## src/rtl/mnist_layer_sequencer_if.sv

```systemverilog
// Datapath-side bus of the MNIST layer sequencer.
// The master drives the MAC/ROM/buffer strobes; the slave returns acc_in.
interface mnist_layer_sequencer_if #(
    parameter int DW = 16,
    parameter int AW = 15,
    parameter int SW = 10
);
    logic                 mac_clr;
    logic                 mac_en;
    logic                 src_sel;
    logic [SW-1:0]        src_addr;
    logic [AW-1:0]        w_addr;
    logic signed [DW-1:0] acc_in;
    logic                 hid_we;
    logic [5:0]           hid_addr;
    logic signed [DW-1:0] hid_wdata;

    modport master (
        output mac_clr, mac_en, src_sel, src_addr, w_addr,
        output hid_we, hid_addr, hid_wdata,
        input  acc_in
    );

    modport slave (
        input  mac_clr, mac_en, src_sel, src_addr, w_addr,
        input  hid_we, hid_addr, hid_wdata,
        output acc_in
    );
endinterface

```

## src/rtl/mnist_layer_sequencer.sv

```systemverilog
// Two-layer MNIST sequencer around one shared MAC: ReLU hidden layer, argmax output.
// Optional macro PERF_CNT_EN adds cycle_count (cycles spent busy per run).
module mnist_layer_sequencer #(
    parameter int IN_N    = 784,
    parameter int H_N     = 32,
    parameter int OUT_N   = 10,
    parameter int DW      = 16,
    parameter int MAC_LAT = 2,
    parameter int AW      = 15,
    parameter int SW      = 10
) (
    input  logic        clk,
    input  logic        rst,
    input  logic        start,
    mnist_layer_sequencer_if.master bus,
    output logic        busy,
    output logic        done,
    output logic [15:0] final_prediction
`ifdef PERF_CNT_EN
    ,
    output logic [31:0] cycle_count
`endif
);
    typedef enum logic [2:0] {
        IDLE, L1_MAC, L1_DRAIN, L1_WB, L2_MAC, L2_DRAIN, L2_CMP
    } state_t;

    state_t               state;
    logic [5:0]           neuron;
    logic [7:0]           lat_cnt;
    logic signed [DW-1:0] acc_q;
    logic signed [DW-1:0] best;
    logic [3:0]           best_idx;
    logic [SW-1:0]        k_last;
    logic                 last_k;
    logic                 last_lat;
    logic                 better;
    logic [3:0]           win_idx;

    assign k_last   = (state == L2_MAC) ? SW'(H_N - 1) : SW'(IN_N - 1);
    assign last_k   = (bus.src_addr == k_last);
    assign last_lat = (lat_cnt == 8'(MAC_LAT - 1));
    // class 0 always loads; later classes need strictly greater so ties keep lowest index
    assign better   = (neuron == 6'd0) || ($signed(acc_q) > $signed(best));
    assign win_idx  = better ? neuron[3:0] : best_idx;

    // main sequencing FSM; all datapath strobes are registered here
    always_ff @(posedge clk) begin
        if (rst) begin
            state            <= IDLE;
            neuron           <= '0;
            lat_cnt          <= '0;
            acc_q            <= '0;
            best             <= '0;
            best_idx         <= '0;
            busy             <= 1'b0;
            done             <= 1'b0;
            final_prediction <= '0;
            bus.mac_clr      <= 1'b0;
            bus.mac_en       <= 1'b0;
            bus.src_sel      <= 1'b0;
            bus.src_addr     <= '0;
            bus.w_addr       <= '0;
            bus.hid_we       <= 1'b0;
            bus.hid_addr     <= '0;
            bus.hid_wdata    <= '0;
        end else begin
            bus.mac_clr <= 1'b0;
            bus.hid_we  <= 1'b0;
            unique case (state)
                IDLE: begin
                    if (start) begin
                        done             <= 1'b0;
                        final_prediction <= '0;
                        best             <= '0;
                        best_idx         <= '0;
                        busy             <= 1'b1;
                        neuron           <= '0;
                        bus.w_addr       <= '0;
                        bus.src_sel      <= 1'b0;
                        bus.src_addr     <= '0;
                        bus.mac_en       <= 1'b1;
                        bus.mac_clr      <= 1'b1;
                        state            <= L1_MAC;
                    end
                end
                L1_MAC, L2_MAC: begin
                    bus.w_addr <= bus.w_addr + AW'(1);
                    if (last_k) begin
                        bus.mac_en <= 1'b0;
                        lat_cnt    <= '0;
                        state      <= (state == L1_MAC) ? L1_DRAIN : L2_DRAIN;
                    end else begin
                        bus.src_addr <= bus.src_addr + SW'(1);
                    end
                end
                L1_DRAIN, L2_DRAIN: begin
                    if (last_lat) begin
                        acc_q <= bus.acc_in;
                        if (state == L1_DRAIN) begin
                            bus.hid_we    <= 1'b1;
                            bus.hid_addr  <= neuron;
                            bus.hid_wdata <= ($signed(bus.acc_in) < 0) ? '0 : bus.acc_in;
                            state         <= L1_WB;
                        end else begin
                            state <= L2_CMP;
                        end
                    end else begin
                        lat_cnt <= lat_cnt + 8'd1;
                    end
                end
                L1_WB: begin
                    bus.src_addr <= '0;
                    bus.mac_en   <= 1'b1;
                    bus.mac_clr  <= 1'b1;
                    if (neuron == 6'(H_N - 1)) begin
                        neuron      <= '0;
                        bus.src_sel <= 1'b1;
                        state       <= L2_MAC;
                    end else begin
                        neuron <= neuron + 6'd1;
                        state  <= L1_MAC;
                    end
                end
                L2_CMP: begin
                    if (better) begin
                        best     <= acc_q;
                        best_idx <= neuron[3:0];
                    end
                    if (neuron == 6'(OUT_N - 1)) begin
                        final_prediction <= {12'b0, win_idx};
                        done             <= 1'b1;
                        busy             <= 1'b0;
                        bus.src_sel      <= 1'b0;
                        state            <= IDLE;
                    end else begin
                        neuron       <= neuron + 6'd1;
                        bus.src_addr <= '0;
                        bus.mac_en   <= 1'b1;
                        bus.mac_clr  <= 1'b1;
                        state        <= L2_MAC;
                    end
                end
                default: state <= IDLE;
            endcase
        end
    end

`ifdef PERF_CNT_EN
    // counts busy cycles; stops by itself once busy drops with done
    always_ff @(posedge clk) begin
        if (rst) begin
            cycle_count <= '0;
        end else if (state == IDLE && start) begin
            cycle_count <= '0;
        end else if (busy) begin
            cycle_count <= cycle_count + 32'd1;
        end
    end
`endif
endmodule
```

## src/flat_wrapper.sv

```systemverilog
// flat-port wrapper written by rule: the top's interface ports become plain ports
module mnist_layer_sequencer_flat 
#(
    parameter int IN_N    = 784,
    parameter int H_N     = 32,
    parameter int OUT_N   = 10,
    parameter int DW      = 16,
    parameter int MAC_LAT = 2,
    parameter int AW      = 15,
    parameter int SW      = 10
)
  (clk, rst, start, busy, done, final_prediction, bus_mac_clr, bus_mac_en, bus_src_sel, bus_src_addr, bus_w_addr, bus_hid_we, bus_hid_addr, bus_hid_wdata, bus_acc_in);
  mnist_layer_sequencer_if #(.DW(DW), .AW(AW), .SW(SW)) bus_i ();
  input  logic clk;
  input  logic rst;
  input  logic start;
  output logic busy;
  output logic done;
  output logic [15:0] final_prediction;
  output wire logic [$bits(bus_i.mac_clr)-1:0] bus_mac_clr;
  output wire logic [$bits(bus_i.mac_en)-1:0] bus_mac_en;
  output wire logic [$bits(bus_i.src_sel)-1:0] bus_src_sel;
  output wire logic [$bits(bus_i.src_addr)-1:0] bus_src_addr;
  output wire logic [$bits(bus_i.w_addr)-1:0] bus_w_addr;
  output wire logic [$bits(bus_i.hid_we)-1:0] bus_hid_we;
  output wire logic [$bits(bus_i.hid_addr)-1:0] bus_hid_addr;
  output wire logic [$bits(bus_i.hid_wdata)-1:0] bus_hid_wdata;
  input wire logic [$bits(bus_i.acc_in)-1:0] bus_acc_in;
  assign bus_mac_clr = bus_i.mac_clr;
  assign bus_mac_en = bus_i.mac_en;
  assign bus_src_sel = bus_i.src_sel;
  assign bus_src_addr = bus_i.src_addr;
  assign bus_w_addr = bus_i.w_addr;
  assign bus_hid_we = bus_i.hid_we;
  assign bus_hid_addr = bus_i.hid_addr;
  assign bus_hid_wdata = bus_i.hid_wdata;
  assign bus_i.acc_in = bus_acc_in;
  mnist_layer_sequencer #(.IN_N(IN_N), .H_N(H_N), .OUT_N(OUT_N), .DW(DW), .MAC_LAT(MAC_LAT), .AW(AW), .SW(SW)) u_core (.clk(clk), .rst(rst), .start(start), .bus(bus_i), .busy(busy), .done(done), .final_prediction(final_prediction));
endmodule
```

## config.mk

```make
export PLATFORM = sky130hd
export DESIGN_NAME = mnist_layer_sequencer_flat
export DESIGN_NICKNAME = d
export VERILOG_FILES = /design/src/rtl/mnist_layer_sequencer_if.sv /design/src/rtl/mnist_layer_sequencer.sv /design/src/flat_wrapper.sv
export SDC_FILE = /design/constraint.sdc
export NUM_CORES = 1
export LEC_CHECK = 0
export CORE_MARGIN = 4
export CORE_UTILIZATION = 48
export CTS_CLUSTER_SIZE = 14
export DETAILED_ROUTE_END_ITERATION = 7
export PLACE_DENSITY = 0.76
export SLEW_MARGIN = 10
export SYNTH_ARGS = -nofsm -noshare
export SYNTH_HDL_FRONTEND = slang
export SYNTH_SLANG_ARGS = --single-unit
```

## constraint.sdc

```tcl
create_clock -name clk -period 2.38 [get_ports clk]
set_input_delay 0.476 -clock clk [delete_from_list [all_inputs] [get_ports clk]]
set_output_delay 0.476 -clock clk [all_outputs]
set_load 0.02 [all_outputs]
```

After elaboration in Yosys (flattened, before gate mapping)

Index checks and enable logic that the tools add are counted.

Register bits: 122
Input port bits: 19
Output and inout bits: 69
Word-level logic and storage cells: 113

Add/subtract/negate cells: 4
Magnitude comparators: 2
Equality and inequality tests: 19
Mux-type cells: 46
Bitwise gates (word level): 2
Reduce and logical (&&, ||, !) cells: 23

Operator list:

| operator                | count |
|---|---|
| $mux W16                | 4 |
| $pmux W16 S2            | 2 |
| $mux W10                | 4 |
| $pmux W10 S4            | 1 |
| $pmux W15 S2            | 1 |
| $mux W3                 | 7 |
| $mux W6                 | 3 |
| $pmux W6 S3             | 1 |
| $reduce_and A3 Y1       | 6 |
| $gt A16 B16 Y1          | 1 |
| $lt A16 B1 Y1 const B   | 1 |
| $mux W8                 | 2 |
| $pmux W8 S2             | 1 |
| $add A15 B1 Y15 const B | 1 |
| $mux W15                | 1 |
| $pmux W3 S5             | 1 |
| $reduce_and A4 Y1       | 3 |
| $add A10 B1 Y10 const B | 1 |
| $eq A10 B10 Y1          | 1 |
| $mux W1                 | 10 |
| $ne A2 B1 Y1 const B    | 5 |
| $eq A3 B3 Y1 const B    | 3 |
| $add A8 B1 Y8 const B   | 1 |
| $eq A8 B1 Y1 const B    | 1 |
| 21 further kinds        | 34 |

Longest topological paths before layout

Gate-level depths: netlist of the first run.

Word-level depth: 5
Gate-level depth with buffers: 11
Gate-level depth less buffers: 9

Worst setup path before layout of the first run

No wires, ideal clock.

Path kind: reg-to-reg
Start point: register u_core.best[1]
End point: register u_core.best[11]
Library setup time: 0.128 ns
Arrival time: 2.225 ns
Data required time: 2.252 ns
Slack: 0.028 ns
Cell stages (with the launch flop): 12
Buffers on the path: 2
Period minus slack after synthesis: 2.352 ns
Cell sequence: dfxtp_1 -> inv_1 -> ha_1 -> nor2b_1 -> o211ai_1 -> a2111oi_2 -> nor4_2 -> mux2i_1 -> buf_6 -> buf_6 -> mux2i_1 -> nor2_1

Longest elaborated chain between the ends: 4

RTL lines:

| element                     | line                         | text |
|---|---|---|
| start, declared             | mnist_layer_sequencer.sv:32  | `logic signed [DW-1:0] best;` |
| start signal, assigned      | mnist_layer_sequencer.sv:127 | `best <= acc_q;` |
| $gt A16 B16 Y1              | mnist_layer_sequencer.sv:44  | `assign better = (neuron == 6'd0) \|\| ($signed(acc_q) > $signed(best));` |
| $logic_or A1 B1 Y1          | mnist_layer_sequencer.sv:44  |  |
| $ne A2 B1 Y1 (no line)      | --                           |  |
| $reduce_and A3 Y1 (no line) | --                           |  |

No other way between the ends.
A chain may end at the register's enable or synchronous reset.

Final worst setup path of the first run

Start point: register u_core.best[15]
End point: register u_core.final_prediction[2]

Longest elaborated chain between the ends: 5

RTL lines:

| element              | line                         | text |
|---|---|---|
| $gt A16 B16 Y1       | mnist_layer_sequencer.sv:44  |  |
| $logic_or A1 B1 Y1   | mnist_layer_sequencer.sv:44  |  |
| $mux W4              | mnist_layer_sequencer.sv:45  | `assign win_idx = better ? neuron[3:0] : best_idx;` |
| $mux W16             | mnist_layer_sequencer.sv:130 | `if (neuron == 6'(OUT_N - 1)) begin` |
| $pmux W16 S2         | mnist_layer_sequencer.sv:70  | `unique case (state)` |
| end signal, assigned | mnist_layer_sequencer.sv:131 | `final_prediction <= {12'b0, win_idx};` |
| end, declared        | mnist_layer_sequencer.sv:18  | `output logic [15:0] final_prediction` |

No other way between the ends. The select of a mux whose other input is x is not followed.

==> key figures, run 1 <==
Clock tree
  – Number of sinks handled by clock tree synthesis: between 100 and 150
  – CTS Hold Bufs: 0
  – CTS tree: built
  – Clock Latency Late Sink: 0.39 ns
  – Number of buffers on the longest clock path: 2
  – Depth of the CTS H-tree: 3
  – Root Buffer Master: clkbuf_8
  – Number of buffers created by CTS: 9
  – Clock transition at the register clock pins on the worst setup and hold paths after CTS: 0.10 ns

Synthesis
  – Total number of yosys warnings: 0
  – Count of flip-flops with a built-in enable after synthesis: 0
  – Mean cell area of the mapped netlist: 8.726 um^2
  – Syn Inst Count: 588
  – Flop and latch count out of synthesis: 109
  – Distinct cell type count after synthesis: 59
  – Share of async-settable or async-resettable flops after synthesis: 0
  – Sequential share of the synthesized area: 0.4253
  – Post-Syn Area: 5131 um^2
  – Predominant post-synthesis flop cell: dfxtp_1

Route
  – Post-route DRC violation count: 0
  – Average routed wire per standard cell: approximately 14 um
  – Number of DRC violations after detailed-routing iteration 0: between 200 and 250
  – Number of nets with antenna violations after detailed routing: 0
  – Avg Vias per Cell: 5.298
  – Routed via count: 4334
  – Final wirelength: ~12000 um
  – First drt pass iteration count: 5

STA
  – Crit path time final: about 2.4 ns
  – Number of max-slew violations in the final report: 0
  – Fin Setup TNS: -0.1045 ns
  – Setup repair after global routing missed its margin: true
  – Tightest slew margin relative to the limit: 0.5624
  – Fin. Hold Viols: 0
  – Worst-case setup margin in the final layout: -0.02188 ns
  – Worst Clk Skew: ~0.021 ns
  – Final critical-path share of the clock period: 1.009
  – Worst slack on hold paths: 0.4627 ns
  – Achievable clock frequency: 0.4163 GHz
  – Actual slew at the worst max-slew pin: between 0.6 and 0.7 ns
  – Final setup vio count: 8

Hold path
  – Worst Hold Launch: rst
  – Min-Delay Path Class: in2reg
  – Number of cells traversed by the worst hold path: 2
  – Hold EP: u_core.bus.src_addr[0]

Critical path
  – Worst-path cell chain: inv_1 > ha_1 > nand4_1 > buf_6 > a2111oi_4 > nor4_2 > buf_4 > buf_4 > mux2i_1 > buf_4 > buf_4 > a32o_1
  – Beginning of the worst register-to-register path: u_core.best[15]
  – CP Capture Type: flip-flop
  – Depth of the worst register-to-register path: 12
  – Critical path start-end classification: reg2reg
  – Worst setup SP type: flip-flop
  – Most numerous cell on the critical path: buf_4
  – Arrival time at the worst endpoint: 2.68 ns
  – Slack of the worst reg-to-reg path: -0.02 ns
  – Worst reg2reg path endpoint: u_core.final_prediction[2]
  – Worst stage delay on the critical path: approximately 0.35 ns
  – CP max stage cell: a2111oi_4
  – Required time at the worst-slack endpoint: about 2.7 ns
  – Worst-path maximum fanout: 4

Floorplanning
  – Count of boundary I/O pins: 88
  – Initial core utilization: 0.4948
  – Die ar.: about 12000 um^2
  – Core region area: around 10000 um^2
  – Cell Rows: 37
  – DIE HEIGHT: 111.4 um
  – Die width: around 110 um

Power and ir drop
  – Power Dens Cells: ~490 nW/um^2
  – Worst-case vdd ir drop: 0.2922 mV
  – Leakage component of the power: 2.505 nW

Placement
  – Placement-stage worst setup slack: -0.03745 ns
  – Detailed Place HPWL: just over 8000 um
  – Post-place instance area: just over 6000 um^2
  – Final weighted congestion in routability-driven placement: 0.8249
  – Instance count after placement with tap cells included: ~800
  – I/O Buffers: 74

Layout
  – Filler cell count: ~860
  – Antenna diode instance count: 0
  – Area added between synthesis and finish: 26.31%
  – Fin cells: 818
  – Final layout net count: 719
  – Post-route cell area: 6481 um^2
  – Share of final-layout standard cells stronger than drive strength 1: 0.1217

Global routing
  – Wire length of the first global-routing pass: ~20000 um
  – Antenna violations before repair: 0
  – Aggregate global-route resource usage: 0.1840
  – Overflow left after global routing: 0
  – Vias in the first global route: 4185
  – Maximum number of pins on one net before global-route repair: 34

Status
  – Outcome: finished, violations left
  – Failing checks: negative setup slack

Run
  – Max-capacitance violation count: 0
==> worst max-delay path, delay by kind of cell, from the launching register on <==
family / cells / cell delay, ns
muxes: 1 / 0.12
AOI/OAI and AO/OA: 2 / 0.58
buffers and inverters: 6 / 0.78
and+or+nand+nor: 2 / 0.20
DFF: 1 / 0.33
adders and majority gates: 1 / 0.29
==> worst max path at each step <==
stage,from,end,slack [ns],cells past startpoint
2_1_floorplan,u_core.best[1],u_core.best[11],0.03,11
3_3_place_gp,u_core.best[1],u_core.final_prediction[3],0.07,10
3_5_place_dp,u_core.best[15],u_core.best[14],-0.04,10
4_1_cts,u_core.best[11],u_core.best[2],0.005,10
5_1_grt,u_core.best[13],u_core.final_prediction[0],-0.18,12
6_report,u_core.best[15],u_core.final_prediction[2],-0.02,12
==> cell families after synthesis <==
family	synth area share
buffers and inverters	0.06096
other	0.0007308
AO/OA/AOI/OAI	0.1244
XOR/XNOR	0.05291
flip-flops	0.4253
adder cells (fa/ha/maj)	0.05608
AND/OR/NAND/NOR	0.2248
multiplexers	0.05486
==> metal layers <==
layer / vias up / global-route usage / wire length (um)
met3: 16 / 0.03587 / 467
li1: 2160 / - / -
met4: 0 / 0.05596 / 148
met2: 91 / 0.3036 / 5673
met1: 2067 / 0.2453 / 5301
met5: - / 0 / 0
==> cell type report <==
type	instances	area, um^2	share of cell area
clock buffers	9	123.9	0.01911
clock inverters	7	58.81	0.009073
inverters	24	90.09	0.01390
multi-input cells	428	2824	0.4357
flip-flops and latches	109	2187	0.3375
well taps	136	170.2	0.02625
repair buffers	105	1027	0.1585
==> what timing repair did <==
item                       4_1_cts  5_1_grt
pin swaps                        6        9
setup buffers                    2        4
setup endpoints to repair       17       27
gates cloned                     0        1
resized for setup                3       19
==> state kept, by name (all words and copies together), names as in the netlist <==
name,flops
u_core.bus.w_addr,15
u_core.state,3
u_core.bus.src_addr,10
u_core.bus.mac_clr,1
u_core.acc_q,16
u_core.neuron,6
u_core.best,16
u_core.bus.mac_en,1
u_core.best_idx,4
u_core.done,1
u_core.busy,1
u_core.bus.hid_addr,6
u_core.final_prediction,4
u_core.bus.src_sel,1
u_core.bus.hid_wdata,15
u_core.bus.hid_we,1
u_core.lat_cnt,8
==> power breakdown <==
group          internal (mW)  switching, mW
combinational          0.109          0.153
clock                  0.395          0.653
sequential              1.84         0.0142
==> cell usage in the layout (no fill, tap or decap), types with 3 or more instances in the layout <==
cell	instances
nand4_1	12
xor2_1	18
nor3_1	10
a22o_1	17
nand3_1	11
inv_1	23
clkbuf_8	9
nor3b_1	3
o21ai_0	7
clkdlybuf4s50_1	73
a22oi_1	4
xnor2_1	13
nand2b_1	7
ha_4	4
a21oi_1	40
conb_1	13
mux2i_1	25
and3_1	5
ha_1	19
nand2_1	56
a21o_1	4
buf_4	26
dfxtp_1	105
nor2_1	96
or3_1	4
nor2b_1	6
and2_1	4
clkinv_4	3
dfxtp_2	4
nor2_2	3
buf_12	3
a31oi_1	3
==> Yosys cell counts, types with 3 or more instances <==
library cell / n / area [um^2]
buf_1: 3 / 11.26
a22oi_1: 4 / 30.03
ha_1: 23 / 287.8
or3_1: 4 / 25.02
a21o_1: 4 / 30.03
nor2_1: 96 / 360.4
xor2_1: 18 / 157.7
a31oi_1: 3 / 18.77
buf_2: 4 / 20.02
o32ai_1: 3 / 26.28
inv_1: 24 / 90.09
nand3_1: 11 / 55.05
mux2i_1: 27 / 270.3
dfxtp_1: 109 / 2182
nor3b_1: 3 / 22.52
nand2b_1: 8 / 50.05
nor2b_1: 6 / 37.54
nand2_1: 56 / 210.2
and2_1: 4 / 25.02
nand4_1: 12 / 75.07
nor2_2: 3 / 18.77
and3_1: 5 / 31.28
nor3_1: 11 / 55.05
xnor2_1: 13 / 113.9
a21oi_1: 42 / 210.2
buf_4: 15 / 112.6
a22o_1: 17 / 148.9
clkbuf_1: 15 / 56.30
o21ai_0: 7 / 35.03
==> stage by stage <==
stage | total power [mW] | util
3_5_place_dp | 2.146 | 0.5869
2_1_floorplan | 2.049 | -
5_1_grt | 3.285 | 0.6250
4_1_cts | 3.177 | 0.6086
6_report | 3.161 | 0.6250
3_3_place_gp | 2.140 | 0.5869
No activity file was read; power rests on OpenSTA's default activity.
==> run 2: changes to the inputs <==
--- a/config.mk
+++ b/config.mk
@@ -5,12 +5,12 @@
 export SDC_FILE = /design/constraint.sdc
 export NUM_CORES = 1
 export LEC_CHECK = 0
+export CAP_MARGIN = 20
 export CORE_MARGIN = 4
 export CORE_UTILIZATION = 48
-export CTS_CLUSTER_SIZE = 14
 export DETAILED_ROUTE_END_ITERATION = 7
 export PLACE_DENSITY = 0.76
-export SLEW_MARGIN = 10
+export SLEW_MARGIN = 20
 export SYNTH_ARGS = -nofsm -noshare
 export SYNTH_HDL_FRONTEND = slang
 export SYNTH_SLANG_ARGS = --single-unit
==> results of run 2 <==
Same layout as run 1: the final DEF is identical, and so are final timing and power.
==> run 3: changes to the inputs <==
--- a/config.mk
+++ b/config.mk
@@ -8,6 +8,7 @@
 export CAP_MARGIN = 20
 export CORE_MARGIN = 4
 export CORE_UTILIZATION = 48
+export CTS_CLUSTER_DIAMETER = 200
 export DETAILED_ROUTE_END_ITERATION = 7
 export PLACE_DENSITY = 0.76
 export SLEW_MARGIN = 20
==> results of run 3 <==
Same layout as run 1: the final DEF is identical, and so are final timing and power.
